**src/rtl/rgb_button_controller.sv**
```systemverilog
// Debounced 3-button front end driving four registered RGB LEDs.
// BTN1 selects an LED, BTN2 steps its colour, BTN3 clears all colours.
//
// Ports:
//   CLK, RST          clock, synchronous active-high reset
//   BTN1..BTN3        raw asynchronous buttons, active-high
//   redN/greenN/blueN registered colour channels of LED N (1..4)
//   sel               registered index of the selected LED (0..3)
module rgb_button_controller #(
  parameter int DEBOUNCE_CYCLES = 250000,
  parameter int CNT_W           = 20
) (
  input  logic       CLK,
  input  logic       RST,
  input  logic       BTN1,
  input  logic       BTN2,
  input  logic       BTN3,
  output logic       red1,
  output logic       green1,
  output logic       blue1,
  output logic       red2,
  output logic       green2,
  output logic       blue2,
  output logic       red3,
  output logic       green3,
  output logic       blue3,
  output logic       red4,
  output logic       green4,
  output logic       blue4,
  output logic [1:0] sel
);

  localparam logic [CNT_W-1:0] LAST =
    CNT_W'(DEBOUNCE_CYCLES - 1);

  logic [2:0]       btn;
  logic [2:0]       sync1;
  logic [2:0]       sync2;
  logic [2:0]       stable;
  logic [2:0]       stable_d;
  logic [2:0]       press;
  logic [CNT_W-1:0] cnt [3];
  logic [2:0]       col [4];

  // bit 0 = BTN1 (select), 1 = BTN2 (colour), 2 = BTN3 (clear)
  assign btn = {BTN3, BTN2, BTN1};

  always_ff @(posedge CLK) begin
    if (RST) begin
      sync1 <= '0;
      sync2 <= '0;
    end else begin
      sync1 <= btn;
      sync2 <= sync1;
    end
  end

  // A single matching cycle restarts the count, so the level
  // only moves after DEBOUNCE_CYCLES unbroken mismatches.
  always_ff @(posedge CLK) begin
    if (RST) begin
      stable   <= '0;
      stable_d <= '0;
      for (int i = 0; i < 3; i++)
        cnt[i] <= '0;
    end else begin
      stable_d <= stable;
      for (int i = 0; i < 3; i++) begin
        if (sync2[i] == stable[i]) begin
          cnt[i] <= '0;
        end else if (cnt[i] == LAST) begin
          stable[i] <= sync2[i];
          cnt[i]    <= '0;
        end else begin
          cnt[i] <= cnt[i] + CNT_W'(1);
        end
      end
    end
  end

  assign press = stable & ~stable_d;

  // Clear wins over colour step; the step uses the pre-advance
  // select, and select advances independently of both.
  always_ff @(posedge CLK) begin
    if (RST) begin
      sel <= '0;
      for (int i = 0; i < 4; i++)
        col[i] <= '0;
    end else begin
      if (press[2]) begin
        for (int i = 0; i < 4; i++)
          col[i] <= '0;
      end else if (press[1]) begin
        col[sel] <= col[sel] + 3'd1;
      end
      if (press[0])
        sel <= sel + 2'd1;
    end
  end

  assign {red1, green1, blue1} = col[0];
  assign {red2, green2, blue2} = col[1];
  assign {red3, green3, blue3} = col[2];
  assign {red4, green4, blue4} = col[3];

endmodule
```
**config.mk**
```make
export PLATFORM = sky130hd
export DESIGN_NAME = rgb_button_controller
export DESIGN_NICKNAME = d
export VERILOG_FILES = /design/src/rtl/rgb_button_controller.sv
export SDC_FILE = /design/constraint.sdc
export NUM_CORES = 1
export LEC_CHECK = 0
export BUFFER_PORTS_ARGS = -buffer_cell sky130_fd_sc_hd__buf_2
export CORE_MARGIN = 1.5
export CORE_UTILIZATION = 65
export CTS_CLUSTER_SIZE = 24
export DETAILED_ROUTE_END_ITERATION = 8
export PLACE_DENSITY = 0.83
export SYNTH_ARGS = -nofsm -noshare
export SYNTH_HDL_FRONTEND = slang
export SYNTH_SLANG_ARGS = --single-unit
```
**constraint.sdc**
```tcl
create_clock -name CLK -period 3.79 [get_ports CLK]
set_input_delay 0.758 -clock CLK [delete_from_list [all_inputs] [get_ports CLK]]
set_output_delay 0.758 -clock CLK [all_outputs]
set_load 0.01 [all_outputs]
```
# Word level (Yosys, flattened, before mapping)
# Memory sizes are Yosys's and may differ from the RTL's. A register that Yosys moved wholly into a read port is not among the register bits.
# Cells that the tools add are included.
[word_totals] ff_bits=14 ramBits=72 input_bits=5 output_inout_bits=14 n_memories=2
[memory_table] memory="cnt" depth=3 width=20 read_ports=3 rd_ports_with_merged_regs=0 write_ports=3 line="42" text="logic [CNT_W-1:0] cnt [3];"
[memory_table] memory="col" depth=4 width=3 read_ports=5 rd_ports_with_merged_regs=1 write_ports=4 line="43" text="logic [2:0] col [4];"
[op_classes] n_addsub=5 eq_ne=6 mux=60 bitwise_logic=18 n_reduce_logical=4
[op_table] cell="$mux W20" n=9
[op_table] cell="$add A20 B1 Y20 const B" n=3
[op_table] cell="$eq A20 B18 Y1 const B" n=3
[op_table] cell="$mux W1" n=43
[op_table] cell="$mux W3" n=5
[op_table] cell="$or A1 B1 Y1" n=13
[op_table] cell="$mux W2" n=3
[op_table] cell="$reduce_and A2 Y1" n=3
[op_table] cell="$add A3 B1 Y3 const B" n=1
[op_table] cell="$and A3 B3 Y3" n=1
[op_table] cell="$eq A1 B1 Y1" n=3
[op_table] cell="$not A1 Y1" n=3
[op_table] cell="$not A3 Y3" n=1
[op_table] cell="$reduce_or A3 Y1" n=1
[op_table] cell="$add A2 B1 Y2 const B" n=1

# Longest topological paths before layout
# Gate-level depths: netlist (run 1).
[depth] ltp_word=8 ltp_mapped=6 ltp_nobuf=5

# Worst setup path before layout (run 1)
# OpenSTA, ideal clock, no wires.
[synth_path] path_kind="input port to flip-flop" startpoint="in RST" endpoint="mem cnt[0][10] (data pin)" arrival_ns=1.643 required_ns=3.533 slack_ns=1.890 path_stages=5 n_path_buf=2 cell_sequence="clkbuf_1 nor2_1 o21ai_1 buf_2 nor2_1"
[synth_rtl] item="start: declaration" line="14" text="input logic RST,"
[synth_rtl] item="end: declaration" line="42"

==> summary.md, run 1 <==
| Metric | Value |
|---|---|
| Num CTS Buffers | `9` |
| Hold Path Stages | `1` |
| Reg2reg path depth | `5` |
| Share of cells above drive strength 1 | `0.0960` |
| Avg Vias per Cell | `5.63` |
| Min-delay src | `sync1[0]` |
| Synth warn | `0` |
| Vias in the first global route | `3060` |
| Longest Clk Path Bufs | `2` |
| Synth area leaders | `edfxtp_1, xnor2_1, dfxtp_1, nor2_1, nand4_1` |
| Initial Utilization | `0.687` |
| Placed cell area | `0.00482 mm^2` |
| Max incr delay on CP | `0.64 ns` |
| CTS tree | `yes` |
| # H-tree levels | `3` |
| Post-Syn Area | `0.00444 mm^2` |
| Max_slew headroom | `0.496` |
| Vias post-DR | `3249` |
| First-pass GRT wire length | `13.8 mm` |
| Final hold vios | `0` |
| Sequential-to-total area share from yosys stat | `0.560` |
| Cell row count | `29` |
| Total chip power | `1.78 mW` |
| Worst-Margin Slew | `0.750 ns` |
| Critical path required time | `3.92 ns` |
| Placer congestion estimate | `about 0.8` |
| Final core utilization | `0.774` |
| CTS resizes | `0` |
| Status | `finished with violations` |
| Cells after Synth | `412` |
| Worst Hold Class | `reg2reg` |
| Post-layout min period | `2.34 ns` |
| Drt first-iter violations | `just under 200` |
| Setup violators final | `0` |
| M1 WL | `3.61 mm` |
| Post-DP HPWL | `5.87 mm` |
| Overflow after GRT | `0` |
| Clock Pin Slew Worst Setup and Hold Paths | `0.09 ns` |
| Clock root buffer | `clkbuf_8` |
| Met3 WL | `390 um` |
| Final worst setup slack | `1.45 ns` |
| Worst R2R Start | `cnt[0][5]` |
| I/O pin cnt | `19` |
| Die Ht | `85.6 um` |
| Worst setup path category | `reg2reg` |
| WL/cell | `between 10 and 15 um` |
| Unrepaired setup endpoints after global routing | `false` |
| Antenna viol nets, final | `0` |
| Fmax | `428 MHz` |
| Final TNS setup | `0 ns` |
| Reg2reg end | `cnt[0][12]` |
| Tcrit/Tclk final | `0.617` |
| Worst reg-to-reg setup slack | `1.45 ns` |
| Static leakage | `1.76 nW` |
| Crit path DAT | `between 2 and 2.5 ns` |
| Failing checks | `design-rule violations` |
| Pwr dens | `356 mW/mm^2` |
| Fin nets | `508` |
| Area grow syn2layout | `12.7%` |
| Yosys reg bits | `88` |
| Maxcap violations | `0` |
| Met2 WL | `4.02 mm` |
| CP Launch Type | `register` |
| Final routed DRC violation total | `2` |
| Fillers | `452` |
| Clk_lat worst skew | `0.37 ns` |
| Hold buffers post-CTS | `0` |
| Die area | `0.00733 mm^2` |
| Worst slack at placement | `1.33 ns` |
| Max rail drop VDD | `0.248 mV` |
| Hold EP | `sync2[0]` |
| Total GRT Usage | `0.245` |
| Clk sinks | `88` |
| Initial antenna violation count | `0` |
| Largest net degree at the start of global routing | `21` |
| Antenna diode count | `0` |
| Port Buf Inserts | `18` |
| Critical-path cell list | `nor4_1 > nand3_1 > o21ai_1 > buf_4 > nor2_1` |
| Top sig layer | `met4` |
| Core Region | `0.00646 mm^2` |
| Drt total wl | `8.18 mm` |
| Distinct cells, synth | `38` |
| Crit path max fanout | `10` |
| Die W | `85.6 um` |
| Slew Limit Fails | `0` |
| Crit. End Element | `register` |
| Post-synth top area share | `0.487` |
| Skew final | `between 0.01 and 0.015 ns` |
| DRT Pass-1 Iters | `8` |
| Post-CTS setup buffer count | `0` |
| Syn_area_per_cell | `10.8 um^2` |
| Synth area leader | `edfxtp_1` |
| Slowest CP cell | `o21ai_1` |
| Final Cell Area | `0.00500 mm^2` |
placed cells by master, fill, tap and decap left out, types with 3 or more instances in the layout:
cell type  synthesis  routed
o21ai_1            1       3
nand4_1           17      17
clkinv_4           0       4
or4_1              8       8
nand3_1           17      17
and3_1             8       8
nor2_1            73      73
inv_1             16      16
nor4_1            16      16
o31ai_1            9       9
or2_2              4       4
a21oi_1           13      13
o21ai_0            6       4
clkbuf_8           1       9
ha_1               8       8
nor3_1            15      15
edfxtp_1          72      72
dfxtp_1           16      16
nor2b_1           10      10
xnor2_1           40      40
buf_2              2      18
xor2_1             7       7
nand2_1           24      24
mux4_2             3       3
buf_4              0       3
conb_1             1      60
or3_1              4       4
cell type report:
class	instances	area [um^2]	area share
clock buffer	10	128	0.0255
timing repair buffer	21	113	0.0225
sequential	88	2480	0.497
multi-input combinational	359	2070	0.415
tap	77	96.3	0.0193
inverter	16	60.1	0.0120
clock inverter	6	46.3	0.00926
synthesized netlist by cell type:
master and number:
a21oi_1 13, and3_1 8, and4_1 2, buf_2 2
clkbuf_1 5, clkbuf_8 1, conb_1 1, dfxtp_1 16
edfxtp_1 72, ha_1 8, inv_1 16, mux4_2 3
nand2_1 24, nand2b_1 1, nand3_1 17, nand3_2 1
nand3b_1 2, nand4_1 17, nand4_2 1, nand4b_1 1
nor2_1 73, nor2b_1 10, nor3_1 15, nor4_1 16
nor4b_1 2, nor4bb_1 1, o21ai_0 6, o21ai_1 1
o221ai_1 1, o31ai_1 9, o41ai_1 1, or2_2 4
or3_1 4, or3_4 1, or4_1 8, or4b_2 2
xnor2_1 40, xor2_1 7
per-stage QoR:
step,hold slack [ns],instances
floorplan,0.414,471
global placement,0.418,561
detailed placement,0.427,561
CTS,0.448,577
global route,0.462,577
finish,0.445,577
flip-flops by register name, indices dropped and copies added, names as in the netlist, named ones only:
signal	cells
sync1	3
sel	2
sync2	3
cnt	60
stable	3
stable_d	3
col	12
cells by family after synthesis:
logic type      Yosys count  share of synthesized area
xor+xnor                 47                     0.0928
mux                       3                     0.0152
simple gates            210                      0.244
fa+ha+maj                 8                     0.0226
other cells               1                   0.000845
compound gates           31                     0.0417
flops                    88                      0.560
buf+inv                  24                     0.0231
how the worst max path moves through the flow:
| stage | start | endpoint | slack, ns | cells after the start |
|---|---|---|---|---|
| after floorplan | RST | cnt[0][10] | 1.89 | 5 |
| after global placement | RST | col[3][0] | 1.48 | 5 |
| after detailed placement | RST | col[1][0] | 1.33 | 5 |
| after CTS | cnt[0][5] | cnt[0][12] | 1.51 | 5 |
| after global routing | cnt[0][5] | cnt[0][12] | 1.15 | 5 |
| final | cnt[0][5] | cnt[0][12] | 1.45 | 5 |
worst max-delay path, delay by kind of cell (launching register included):
kind | cells | cell delay [ns]
flops | 1 | 0.49
buf+inv | 1 | 0.29
simple gates | 3 | 0.66
compound gates | 1 | 0.64
routing by layer:
layer / up-vias / track usage
met5: - / 0
met4: 0 / 0.0953
met3: 15 / 0.0654
met2: 89 / 0.409
met1: 1529 / 0.306
li1: 1616 / -
power breakdown:
group          leakage, nW  internal (mW)  total (mW)  switching (mW)
Combinational        0.798         0.0333      0.0828          0.0494
Sequential           0.873           1.08        1.12          0.0383
Clock               0.0907          0.242       0.580           0.338
Note: power is estimated with default switching activity, not from simulation.
==> inputs of run 2 (changes only) <==
CORE_UTILIZATION = 55   (was 65)
PLACE_DENSITY = 0.75   (was 0.83)
clock period = 1.9 ns   (was 3.79 ns; I/O delays follow)
==> run 2 against run 1 <==
  * The run now ends clean
  * Clock skew is 0.0014 ns higher
  * Maximum frequency is 27% higher
  * Sequential power is 98% higher
  * Critical path type unchanged
  * Largest cell class unchanged
  * Largest power group unchanged
==> summary.md, run 2 (synthesized netlist as in run 1, its figures left out) <==
| Metric | Value |
|---|---|
| Vias in the first global route | `3171` |
| Cells after DPL | `613` |
| Clk sinks | `88` |
| Buf+Inv Stages, Crit Path | `1` |
| Slowest CP cell | `edfxtp_1` |
| Initial Utilization | `0.571` |
| Critical-path cell list | `nor4_1 > nand4b_1 > o21ai_2 > buf_6 > nor2_1` |
| Worst hold slack | `0.233 ns` |
| Drt first-iter violations | `about 170` |
| Crit path max fanout | `10` |
| Skew final | `about 0.015 ns` |
| Worst slack at placement | `0.0453 ns` |
| Worst Hold Class | `in2reg` |
| Biggest register | `cnt` |
| Final routed DRC violation total | `0` |
| CTS tree | `yes` |
| Crit path DAT | `1.97 ns` |
| Max incr delay on CP | `0.47 ns` |
| Die W | `between 90 and 100 um` |
| Antenna viol nets, final | `0` |
| Largest net degree at the start of global routing | `21` |
| Pwr dens | `roughly 700 mW/mm^2` |
| Port Buf Inserts | `18` |
| Placed cell area | `0.00506 mm^2` |
| Final Non-Filler Cells | `643` |
| Delay-heaviest family, CP | `simple AND/OR/NAND/NOR gates` |
| Slew Limit Fails | `0` |
| Max reg flops | `60` |
| Tcrit/Tclk final | `0.971` |
| Antenna diode count | `0` |
| Avg Vias per Cell | `roughly 5.4` |
| Total GRT Usage | `0.215` |
| Die Ht | `a little over 90 um` |
| Final TNS setup | `0 ns` |
| Placer congestion estimate | `0.776` |
| Commonest non-fill, non-tap cell in the layout | `nor2_1` |
| Vias post-DR | `3452` |
| Fin nets | `549` |
| Clock root buffer | `clkbuf_8` |
| Post-DP HPWL | `6.15 mm` |
| Crit. End Element | `register` |
| Clock Pin Slew Worst Setup and Hold Paths | `0.09 ns` |
| CP Launch Type | `register` |
| Final hold vios | `0` |
| Hold buffers post-CTS | `0` |
| I/O pin cnt | `19` |
| Longest Clk Path Bufs | `2` |
| Fmax | `542 MHz` |
| Clk_lat worst skew | `0.37 ns` |
| Final Cell Area | `0.00543 mm^2` |
| Num CTS Buffers | `9` |
| Drt total wl | `8.94 mm` |
| Core Region | `0.00777 mm^2` |
| Setup violators final | `0` |
| Status | `complete, no violations` |
| Most frequent cells in the layout | `nor2_1, edfxtp_1, conb_1, buf_4, xnor2_1` |
| Total chip power | `3.73 mW` |
| Share of cells above drive strength 1 | `0.187` |
| Final worst setup slack | `0.0560 ns` |
| Critical path required time | `slightly above 2 ns` |
| Initial antenna violation count | `0` |
| Overflow after GRT | `0` |
| Final core utilization | `0.699` |
| DRT Pass-1 Iters | `4` |
| Cell row count | `32` |
| Worst setup path category | `reg2reg` |
| Area grow syn2layout | `22.5%` |
| Static leakage | `roughly 2.0 nW` |
| # H-tree levels | `3` |
| Post-layout min period | `1.84 ns` |
| Die area | `0.00861 mm^2` |
| First-pass GRT wire length | `14.4 mm` |
| WL/cell | `around 14 um` |
| Biggest regs | `cnt (60), col (12)` |
| Maxcap violations | `0` |
| Max rail drop VDD | `~0.40 mV` |
[run 2: cell count changes in the layout (fill, tap and decap cells not counted), sizes merged]
cell | previous run | this run
buf | 21 | 62
clkinv | 5 | 3
inv | 17 | 19
clkbuf | 10 | 9
clkinvlp | 0 | 1
[run 2: final timing paths]
kind              start        end  cells past startpoint  slack [ns]
max          cnt[2][11]  cnt[2][9]                      5        0.06
min                BTN1   sync1[0]                      2        0.23
max reg2reg  cnt[2][11]  cnt[2][9]                      5        0.06
min reg2reg    sync1[2]   sync2[2]                      1        0.45
[run 2: metal layers]
metal  global-route usage  wire (um)
met5                    0          0
met4               0.0960        188
met2                0.358       4450
met1                0.279       3970
met3               0.0287        337
[run 2: final cells by class]
cell class,instances,area [um^2]
fillers,575,2340
flip-flops and latches,88,2480
clock inverters,7,75.1
repair buffers,62,428
inverters,16,60.1
clock buffers,9,124
well taps,102,128
multi-input cells,359,2130
[run 2: power by group]
group / switching [mW] / internal (mW) / leakage, nW
combinational: 0.121 / 0.0968 / 1.01
clock: 0.773 / 0.518 / 0.0981
sequential: 0.0685 / 2.15 / 0.873
total: 0.962 / 2.77 / 1.98
[run 2: repair_timing]
action                     CTS  global route
setup buffers                0            13
setup endpoints to repair    0            29
resized for setup            0            16
==> inputs of run 3 (changes only) <==
CORE_ASPECT_RATIO = 0.8   (was default)
PLACE_DENSITY = default   (was 0.75)
PLACE_DENSITY_LB_ADDON = 0.05   (was default)
==> run 3 against run 2 <==
  * Via count down 4.0%
  * Largest cell class unchanged
  * Sequential share of layout area grew 0.73 points
  * Routed wire length shrank 5.9%
  * Maximum frequency is 0.86% higher
  * Clock-buffer cell count unchanged
  * Global-route usage increased by 0.28 points
  * Die area is essentially flat
  * Largest power group unchanged
  * Setup slack gained 0.016 ns
  * Register-to-register slack better by 0.02 ns
  * Highest routed layer unchanged
  * Combinational power is 8% lower
==> summary.md, run 3 (synthesized netlist as in run 1, its figures left out) <==
| Metric | Value |
|---|---|
| Status | `complete, no violations` |
| Avg Vias per Cell | `5.18` |
| Crit path max fanout | `6` |
| Initial antenna violation count | `0` |
| Clk sinks | `88` |
| CP Launch Type | `register` |
| Area grow syn2layout | `20.5%` |
| Critical path required time | `between 2 and 2.5 ns` |
| Area of the multi-input gates | `0.00212 mm^2` |
| Clk_lat worst skew | `0.36 ns` |
| Sequential cell area | `0.00248 mm^2` |
| Final hold vios | `0` |
| Cell row count | `29` |
| Buf+Inv Stages, Crit Path | `0` |
| Final routed DRC violation total | `0` |
| Antenna viol nets, final | `0` |
| Min-delay src | `BTN1` |
| Tcrit/Tclk final | `0.962` |
| First-pass GRT wire length | `14.7 mm` |
| Top sig layer | `met4` |
| Hold EP | `sync1[0]` |
| Worst setup path category | `reg2reg` |
| Clock Power Share | `0.336` |
| Critical-path cell list | `nand3_2 > or3_4 > or4_1 > a21oi_1` |
| Total chip power | `3.65 mW` |
| Antenna diode count | `0` |
| Port Buf Inserts | `18` |
| Skew final | `0.0104 ns` |
| Slew Limit Fails | `0` |
| Met2 WL | `about 4 mm` |
| Total GRT Usage | `0.217` |
| Post-layout min period | `1.83 ns` |
| Switching share of power | `0.249` |
| Max reg flops | `60` |
| Worst hold slack | `0.232 ns` |
| M1 WL | `4.01 mm` |
| DRT Pass-1 Iters | `5` |
| Num CTS Buffers | `9` |
| Final TNS setup | `0 ns` |
| Clock Pin Slew Worst Setup and Hold Paths | `0.09 ns` |
| Placer congestion estimate | `0.809` |
| Initial Utilization | `0.563` |
| I/O pin cnt | `19` |
| Worst R2R Start | `cnt[0][6]` |
| P_sw | `0.907 mW` |
| CTS tree | `yes` |
| Reg2reg path depth | `4` |
| Setup violators final | `0` |
| Clock root buffer | `clkbuf_8` |
| Drt first-iter violations | `148` |
| Internal power | `2.74 mW` |
| Vias in the first global route | `3225` |
| Hold buffers post-CTS | `0` |
| Fin nets | `540` |
| Fmax | `547 MHz` |
| Drt total wl | `8.41 mm` |
| Die Ht | `83.3 um` |
| Crit. End Element | `register` |
| Sequential power share | `0.609` |
| Reg2reg end | `cnt[0][19]` |
| Worst reg-to-reg setup slack | `0.07 ns` |
| Maxcap violations | `0` |
| Biggest regs | `cnt (60), col (12)` |
| Commonest non-fill, non-tap cell in the layout | `nor2_1` |
| Most frequent cells in the layout | `nor2_1, edfxtp_1, conb_1, xnor2_1, buf_4` |
| Delay-heaviest family, CP | `simple AND/OR/NAND/NOR gates` |
| Share of cells above drive strength 1 | `0.169` |
| Worst Hold Class | `in2reg` |
| Die area | `0.00862 mm^2` |
| Met3 WL | `around 420 um` |
| WL/cell | `13.1 um` |
| Fillers | `between 600 and 700` |
| Gate power share | `0.055` |
| Vias post-DR | `3315` |
| Longest Clk Path Bufs | `2` |
| Hold Path Stages | `2` |
| Static leakage | `about 1.9 nW` |
| Biggest register | `cnt` |
| Largest net degree at the start of global routing | `20` |
| Max incr delay on CP | `0.50 ns` |
| Core Region | `0.00787 mm^2` |
| Crit path DAT | `2.04 ns` |
| Max rail drop VDD | `a little under 0.5 mV` |
| Die W | `103 um` |
| Post-DP HPWL | `6.06 mm` |
| Slowest CP cell | `edfxtp_1` |
| Pwr dens | `a little under 700 mW/mm^2` |
| # H-tree levels | `3` |
| Overflow after GRT | `0` |
run 3: worst max-delay path by stage:
stage                            end        from  cells after the start
final                     cnt[0][19]   cnt[0][6]                      4
after global routing      cnt[0][19]   cnt[0][6]                      4
after CTS                 cnt[2][17]  cnt[2][10]                      4
after detailed placement  cnt[1][16]   cnt[1][0]                      5
after global placement    cnt[2][16]  cnt[2][10]                      4
after floorplan           cnt[2][10]   cnt[2][0]                      6
run 3: per-layer routing:
metal | vias up | global-route usage
met5 | - | 0
met4 | 0 | 0.0577
met3 | 2 | 0.0614
met2 | 86 | 0.324
met1 | 1557 | 0.312
li1 | 1670 | -
run 3: area by class of cell:
type	count	area share
Sequential cell	88	0.464
Clock inverter	7	0.0129
Timing Repair Buffer	53	0.0660
Multi-Input combinational cell	359	0.397
Inverter	16	0.0112
Clock buffer	9	0.0232
Tap cell	108	0.0253
run 3: timing repair:
item,4_1_cts,5_1_grt
resized for setup,0,9
endpoints found under the setup margin,0,54
buffers inserted,0,4
run 3: metrics by stage:
step | worst slack (ns) | instance area [um^2] | utilization | cells
2_1_floorplan | 0.0405 | 4660 | - | 471
3_3_place_gp | 0.0982 | 5070 | 0.644 | 620
3_5_place_dp | 0.0466 | 5070 | 0.644 | 620
4_1_cts | 0.0289 | 5270 | 0.669 | 636
5_1_grt | -0.0226 | 5350 | 0.679 | 640
6_report | 0.0718 | 5350 | 0.679 | 640
run 3: power by group through the flow:
| stage | Sequential [mW] | Clock (mW) | Combinational, mW |
|---|---|---|---|
| floorplan | 2.25 | 0 | 0.121 |
| global placement | 2.26 | 0 | 0.184 |
| detailed placement | 2.26 | 0 | 0.187 |
| CTS | 2.22 | 1.27 | 0.188 |
| global route | 2.23 | 1.35 | 0.231 |
| finish | 2.22 | 1.23 | 0.201 |
